## src/rtl/vga_timing_gen.sv

```systemverilog
// XGA 1024x768@60 raster timing generator.
// Produces pixel/line counters plus blanking, sync and game-update strobes.
// Every output is a register, and each one describes the raster position
// shown in that same cycle.

package vga_pkg;
    localparam int unsigned H_TOTAL       = 1344;
    localparam int unsigned H_BLANK_START = 1024;
    localparam int unsigned H_SYNC_START  = 1048;
    localparam int unsigned H_SYNC_END    = 1184;
    localparam int unsigned V_TOTAL       = 806;
    localparam int unsigned V_BLANK_START = 768;
    localparam int unsigned V_SYNC_START  = 771;
    localparam int unsigned V_SYNC_END    = 777;
    localparam int unsigned FRAME_CNT_W   = 16;
endpackage

module vga_timing_gen #(
    parameter int unsigned H_TOTAL       = vga_pkg::H_TOTAL,
    parameter int unsigned H_BLANK_START = vga_pkg::H_BLANK_START,
    parameter int unsigned H_SYNC_START  = vga_pkg::H_SYNC_START,
    parameter int unsigned H_SYNC_END    = vga_pkg::H_SYNC_END,
    parameter int unsigned V_TOTAL       = vga_pkg::V_TOTAL,
    parameter int unsigned V_BLANK_START = vga_pkg::V_BLANK_START,
    parameter int unsigned V_SYNC_START  = vga_pkg::V_SYNC_START,
    parameter int unsigned V_SYNC_END    = vga_pkg::V_SYNC_END,
    parameter int unsigned FRAME_CNT_W   = vga_pkg::FRAME_CNT_W
) (
    input  logic                   clk,
    input  logic                   rst,
    output logic [10:0]            hcount,
    output logic [10:0]            vcount,
    output logic                   hblnk,
    output logic                   vblnk,
    output logic                   hsync,
    output logic                   vsync,
    output logic                   line_end,
    output logic                   frame_end,
    output logic                   vblank_start,
    output logic [FRAME_CNT_W-1:0] frame_cnt
);

    localparam int unsigned CW = 11;

    localparam logic [CW-1:0] H_LAST = CW'(H_TOTAL - 1);
    localparam logic [CW-1:0] V_LAST = CW'(V_TOTAL - 1);
    localparam logic [CW-1:0] H_BS   = CW'(H_BLANK_START);
    localparam logic [CW-1:0] H_SS   = CW'(H_SYNC_START);
    localparam logic [CW-1:0] H_SE   = CW'(H_SYNC_END);
    localparam logic [CW-1:0] V_BS   = CW'(V_BLANK_START);
    localparam logic [CW-1:0] V_SS   = CW'(V_SYNC_START);
    localparam logic [CW-1:0] V_SE   = CW'(V_SYNC_END);

    logic          h_wrap;
    logic          v_wrap;
    logic          frame_wrap;
    logic [CW-1:0] h_next;
    logic [CW-1:0] v_next;

    logic hblnk_d;
    logic vblnk_d;
    logic hsync_d;
    logic vsync_d;
    logic line_end_d;
    logic frame_end_d;
    logic vblank_start_d;

    // Next raster position: column advances every clock, line on column wrap.
    always_comb begin
        h_wrap     = (hcount == H_LAST);
        v_wrap     = (vcount == V_LAST);
        frame_wrap = h_wrap && v_wrap;
        h_next     = h_wrap ? '0 : hcount + CW'(1);
        v_next     = vcount;
        if (h_wrap) begin
            v_next = v_wrap ? '0 : vcount + CW'(1);
        end
    end

    // Flags decoded from the next position so they register alongside it.
    always_comb begin
        hblnk_d        = (h_next >= H_BS);
        vblnk_d        = (v_next >= V_BS);
        hsync_d        = (h_next >= H_SS) && (h_next < H_SE);
        vsync_d        = (v_next >= V_SS) && (v_next < V_SE);
        line_end_d     = (h_next == H_LAST);
        frame_end_d    = (h_next == H_LAST) && (v_next == V_LAST);
        vblank_start_d = (h_next == '0) && (v_next == V_BS);
    end

    // Raster counters and aligned flag registers.
    always_ff @(posedge clk) begin
        if (rst) begin
            hcount       <= '0;
            vcount       <= '0;
            hblnk        <= 1'b0;
            vblnk        <= 1'b0;
            hsync        <= 1'b0;
            vsync        <= 1'b0;
            line_end     <= 1'b0;
            frame_end    <= 1'b0;
            vblank_start <= 1'b0;
        end else begin
            hcount       <= h_next;
            vcount       <= v_next;
            hblnk        <= hblnk_d;
            vblnk        <= vblnk_d;
            hsync        <= hsync_d;
            vsync        <= vsync_d;
            line_end     <= line_end_d;
            frame_end    <= frame_end_d;
            vblank_start <= vblank_start_d;
        end
    end

    // Completed-frame count, bumped as the counters wrap to 0,0.
    always_ff @(posedge clk) begin
        if (rst) begin
            frame_cnt <= '0;
        end else if (frame_wrap) begin
            frame_cnt <= frame_cnt + FRAME_CNT_W'(1);
        end
    end

endmodule
```

## config.mk

```make
export PLATFORM = sky130hd
export DESIGN_NAME = vga_timing_gen
export DESIGN_NICKNAME = d
export VERILOG_FILES = /design/src/rtl/vga_timing_gen.sv
export SDC_FILE = /design/constraint.sdc
export NUM_CORES = 1
export LEC_CHECK = 0
export ABC_AREA = 1
export BUFFER_PORTS_ARGS = -buffer_cell sky130_fd_sc_hd__buf_2
export CORE_MARGIN = 5
export CORE_UTILIZATION = 45
export DETAILED_ROUTE_END_ITERATION = 6
export PLACE_DENSITY_LB_ADDON = 0.25
export SLEW_MARGIN = 20
export SYNTH_ARGS = -nofsm -noshare
export SYNTH_HDL_FRONTEND = slang
export SYNTH_SLANG_ARGS = --single-unit
```

## constraint.sdc

```tcl
create_clock -name clk -period 3.5 [get_ports clk]
set_clock_uncertainty 0.2 [all_clocks]
set_input_delay 0.175 -clock clk [delete_from_list [all_inputs] [get_ports clk]]
set_output_delay 0.175 -clock clk [all_outputs]
set_load 0.01 [all_outputs]
```

==> results of run 1 <==
cell usage in the layout (no fill, tap or decap):
| cell | n |
|---|---|
| a211oi_1 | 1 |
| a21oi_1 | 14 |
| a22oi_1 | 1 |
| and3_1 | 1 |
| buf_2 | 46 |
| clkbuf_1 | 1 |
| clkbuf_8 | 6 |
| clkinv_1 | 1 |
| clkinvlp_4 | 1 |
| dfxtp_1 | 44 |
| ha_1 | 5 |
| inv_1 | 46 |
| inv_2 | 3 |
| nand2_1 | 83 |
| nand2_2 | 7 |
| nand2_4 | 2 |
| nand3_1 | 23 |
| nand3_2 | 2 |
| nand3b_1 | 3 |
| nand3b_2 | 1 |
| nand4_1 | 12 |
| nand4_2 | 1 |
| nor2_1 | 58 |
| nor2_2 | 5 |
| nor2_4 | 3 |
| nor2_8 | 1 |
| nor3_1 | 13 |
| nor3_2 | 2 |
| nor3b_2 | 1 |
| o21a_1 | 1 |
| o21ai_0 | 10 |
| o21ai_1 | 1 |
| o21ai_2 | 1 |
| o21bai_1 | 1 |
| xnor2_1 | 2 |
| xnor2_2 | 1 |
| xor2_1 | 4 |
logic make-up (layout without fill, tap and decap cells):
| logic type | Yosys count | after routing | share of synthesized area, % |
|---|---|---|---|
| and+or+nand+nor | 218 | 218 | 42.75 |
| buffers and inverters | 55 | 104 | 8.941 |
| xor gates and xnor gates | 7 | 7 | 2.826 |
| adders and majority gates | 5 | 5 | 2.569 |
| AOI/OAI and AO/OA | 30 | 30 | 6.732 |
| DFF | 44 | 44 | 36.18 |
critical path, cell delays in order (launching register included):
cell	delay, ns
dfxtp_1	0.49
ha_1	0.35
nand2_1	0.16
nor2_2	0.20
nand4_1	0.20
nand2_1	0.11
inv_1	0.06
nor2_1	0.12
nand2_1	0.11
nor3_2	0.12
nand3_1	0.10
nor2_1	0.09
stage by stage:
step | cell area, um^2 | std cells
after floorplan | 2435 | 359
after detailed placement | 2723 | 470
after global placement | 2723 | 470
after global routing | 2816 | 478
after CTS | 2816 | 478
final | 2816 | 478
layer usage:
layer	vias to the layer above	global-route usage, %
met5	-	0
li1	1236	-
met3	8	3.751
met1	1076	21.70
met2	47	27.99
met4	0	4.532
worst min path at each step:
stage,from,to,cells past startpoint
2_1_floorplan,rst,hcount[4]$_SDFF_PP0_,1
5_1_grt,rst,vcount[2]$_SDFF_PP0_,2
4_1_cts,rst,vcount[7]$_SDFF_PP0_,2
3_3_place_gp,frame_cnt[9]$_SDFFE_PP0P_,frame_cnt[9]$_SDFFE_PP0P_,1
3_5_place_dp,frame_cnt[9]$_SDFFE_PP0P_,frame_cnt[9]$_SDFFE_PP0P_,1
6_report,rst,hcount[1]$_SDFF_PP0_,2
cell type report:
| class | instances | share of cell area (%) |
|---|---|---|
| clock inverters | 1 | 0.2665 |
| multi-input cells | 260 | 47.45 |
| well taps | 70 | 3.110 |
| clock buffers | 7 | 3.065 |
| repair buffers | 46 | 8.174 |
| inverters | 50 | 6.664 |
| flip-flops and latches | 44 | 31.28 |
power by group:
group / switching (mW) / internal [mW]
registers: 0.00475 / 0.503
clock network: 0.173 / 0.161
logic: 0.0159 / 0.00617
==> metrics, run 1 <==
Avg Cell Area, Syn=6.782 um^2; H-tree depth=2; dpl ws=1.179 ns; crit path from=hcount[0]$_SDFF_PP0_; Post-CTS Hold Buffers=0; Final WS setup=1.138 ns; DRT antenna net count=0; RSZ-0062 raised after global routing=no; antenna violations before repair=0; DR WL/cell=roughly 12 um; drt via density=4.952; number of global-route vias before repair=2178; top-count cell post-synth=nand2_1; total power=roughly 860 uW; WL met2=2.689 mm; worst rel slew slack=58.85%; Hold Slack=0.1783 ns; GRT Total Usage=16.73%; synth top area cells=dfxtp_1 36%, nand2_1 13%, nor2_1 8.9%, inv_1 7.1%, nand3_1 4.7%; chip width=83.56 um; Cell Rows=26; Met1 Wirelength=approximately 2.7 mm; Worst EP arrival=2.40 ns; Multi-input gate area=about 1300 um^2; Remaining DRCs=0; Post-Syn Area=2435 um^2; worst-case clock buffer depth=2; Boundary Pins=47; HPWL Detailed=4.422 mm; Synth top cells by count=83 x nand2_1, 58 x nor2_1, 46 x inv_1, 44 x dfxtp_1, 23 x nand3_1; global-route wire length before repair=9.894 mm; pwr dens=between 300 and 400 nW/um^2; drt pass-1 iters=4; number of distinct library cells after synthesis=36; Yosys warnings=0; worst skew pair latency=0.30 ns; Async SR Flop Fraction=0%; synthesized instance count=between 300 and 400; Final Cycle Share=67.48%; Worst-path clk slew=0.08 ns; Setup Buffers After CTS=0; ys flop type=dfxtp_1; pin count of the biggest net entering global routing=32; cell type with the largest total area after synthesis=dfxtp_1; Root Buffer=clkbuf_8; Critical Path RT=3.54 ns; end point of the critical path=vblank_start$_SDFF_PP0_; largest reg by FF count=frame_cnt; Die ar.=6981 um^2; final core utilization=54.45%; I/O Buffers=46; worst-path maximum fanout=8; DRT Wirelength=5.741 mm; Slew @ Worst Pin=~0.62 ns; worst r2r dst=vblank_start$_SDFF_PP0_; R2R Path Start=hcount[0]$_SDFF_PP0_; Area Growth Syn to Fin=15.67%; Worst VDD drop=0.0001811 V; Regs by FF count=frame_cnt (16), hcount (11), vcount (11); Gates resized, CTS repair=0; Starting Density=between 40% and 50%; max reg flops=16; Core Region=5172 um^2; GRT overflow=0; area fraction of the dominant cell type after synthesis=36.18%; reg2reg setup slack=~1.1 ns; Startpoint Class=flop; CTS tree=yes; Reg2Reg Depth=11; worst min path class=in -> reg; Fillers=about 540; gpl congestion=~0.82; critical path class=reg -> reg; diodes inserted=0; Crit. End Element=flop; DRT iter0 DRCs=171; final slew viol count=0; setup TNS=0 ns; register area share after synthesis=36.18%; FF/Latch Area=slightly below 900 um^2; layout cells sized above 1=20.34%; clk sink count=44; Setup violations, final=0; P_leak=around 1.3 nW; Vias=roughly 2400; Die Ht=83.56 um; MaxCap Viol Count=0; fmax=~420 MHz; met3 WL=273 um; CTS buffer count=5; max layer used=met4; final hold viol count=0; Seq cells post-synth=between 40 and 50; Layout Nets=~410; Post-synth EDFFs=0; status=complete, no violations; syn_nets=366; minimum clock period=roughly 2.4 ns
No activity file was read; power rests on OpenSTA's default activity.
==> inputs of run 2 (changes only) <==
clock period = 2.09 ns   (was 3.5 ns; I/O delays follow)
==> run 2 against run 1 <==
  * Via count rose by 5.1%
  * Sequential power increased by 67%
  * Largest power group unchanged
  * Utilization is 5.8 points higher
  * Register-to-register slack worse by 0.98 ns
  * Combinational power rose by 130%
  * Sequential share of layout area down 2.7 points
  * Fmax increased by 22%
  * Clock-buffer cell count unchanged
==> metrics, run 2 (same netlist as run 1, synthesis figures left out) <==
Cell Rows=26; drt via density=4.907; Area Growth Syn to Fin=28.01%; drt pass-1 iters=4; dpl ws=-0.002259 ns; gpl congestion=0.8998; HPWL Detailed=4.768 mm; Final WS setup=approximately 0.16 ns; chip width=83.56 um; diodes inserted=0; worst-case clock buffer depth=2; switching part of the total=21.49%; final hold viol count=0; layout cells sized above 1=29.52%; Startpoint Class=flop; Remaining DRCs=0; DRT Wirelength=6.175 mm; DRT iter0 DRCs=136; final core utilization=about three fifths; clk sink count=44; pwr dens=roughly 470 nW/um^2; number of global-route vias before repair=2305; largest reg by FF count=frame_cnt; Worst-path clk slew=0.08 ns; Regs by FF count=frame_cnt (16), hcount (11), vcount (11); DRT antenna net count=0; worst rel slew slack=around 72%; P_leak=approximately 1.5 nW; minimum clock period=1.933 ns; Flop pwr share=57.5%; MaxCap Viol Count=0; global-route wire length before repair=approximately 10 mm; total power=1.472 mW; DR WL/cell=12.18 um; status=complete, no violations; Boundary Pins=47; pin count of the biggest net entering global routing=22; Final Cycle Share=a little over 90%; Die Ht=83.56 um; Int Power=1.156 mW; final slew viol count=0; Setup violations, final=0; commonest cells after routing, fill and taps aside=81 x nand2_1, 53 x nor2_1, 46 x buf_2; critical path class=reg -> reg; Gate power share=3.5%; CTS tree=yes; worst-path maximum fanout=8; Layout Nets=444; GRT overflow=0; Critical Path RT=2.06 ns; Worst EP arrival=1.90 ns; worst skew pair latency=0.30 ns; max reg flops=16; Slew @ Worst Pin=0.4224 ns; fmax=517.3 MHz; Starting Density=47.07%; Die ar.=6981 um^2; H-tree depth=2; Worst VDD drop=0.0003746 V; clock share of power=39.0%; worst min path class=reg -> reg; Crit. End Element=flop; Vias=approximately 2500; NetSw=~320 uW; leading cell type in the layout, fill and taps excluded=nand2_1; Root Buffer=clkbuf_8; antenna violations before repair=0; I/O Buffers=46; GRT Total Usage=17.52%; Core Region=between 5000 and 6000 um^2; CTS buffer count=5
-- run 2: final timing paths --
path | startpoint | endpoint | slack [ns] | depth (start not counted)
min | frame_cnt[7]$_SDFFE_PP0P_ | frame_cnt[7]$_SDFFE_PP0P_ | 0.30 | 2
min reg2reg | frame_cnt[7]$_SDFFE_PP0P_ | frame_cnt[7]$_SDFFE_PP0P_ | 0.30 | 2
max | hcount[1]$_SDFF_PP0_ | frame_cnt[8]$_SDFFE_PP0P_ | 0.16 | 8
max reg2reg | hcount[1]$_SDFF_PP0_ | frame_cnt[8]$_SDFFE_PP0P_ | 0.16 | 8
-- run 2: repair_timing --
item | in CTS | in global routing
endpoints found under the hold margin | 7 | 0
gates resized for setup | 1 | 20
endpoints found under the setup margin | 3 | 16
hold buffers | 1 | 0
cloned | 0 | 0
buffers inserted | 0 | 6
pin swaps | 0 | 6
-- run 2: metrics by stage --
step,area [um^2],hold WS [ns],setup TNS [ns],cells
2_1_floorplan,2435,-0.02216,0,359
3_3_place_gp,2895,0.2683,0,493
3_5_place_dp,2895,0.2637,-0.002259,493
4_1_cts,3009,0.3040,0,501
5_1_grt,3117,0.3254,-0.03074,507
6_report,3117,0.3050,0,507
-- run 2: worst max-delay path, cell delays in order (launching register included) --
cell and delay (ns):
dfxtp_1 0.34, ha_2 0.24, nand2_2 0.12, inv_2 0.09, nand2_4 0.11, nor2_8 0.21
nand2_1 0.12, nor3_1 0.26, a211oi_1 0.12
-- run 2: final cells by class --
| class | instances | area [um^2] |
|---|---|---|
| clock buffer | 7 | 96.34 |
| fill | 491 | 2056 |
| inverter | 50 | 191.4 |
| multi-input combinational | 260 | 1381 |
| sequential | 44 | 889.6 |
| tap | 70 | 87.58 |
| timing repair buffer | 76 | 470.5 |
-- run 2: layer usage --
metal  share of wire, %  GRT usage, %  vias up
met3                4.4         3.356        6
met2                 49         30.39       46
li1                   -             -     1298
met5                  0             0        -
met4               0.84         4.971        0
met1                 46         22.08     1138
-- run 2: power by group through the flow --
stage	registers, mW	logic, mW	clock network [mW]
6_report	0.846	0.0513	0.574
5_1_grt	0.847	0.0566	0.621
4_1_cts	0.846	0.0505	0.585
3_5_place_dp	0.866	0.0489	0
3_3_place_gp	0.866	0.0485	0
2_1_floorplan	0.871	0.0213	0
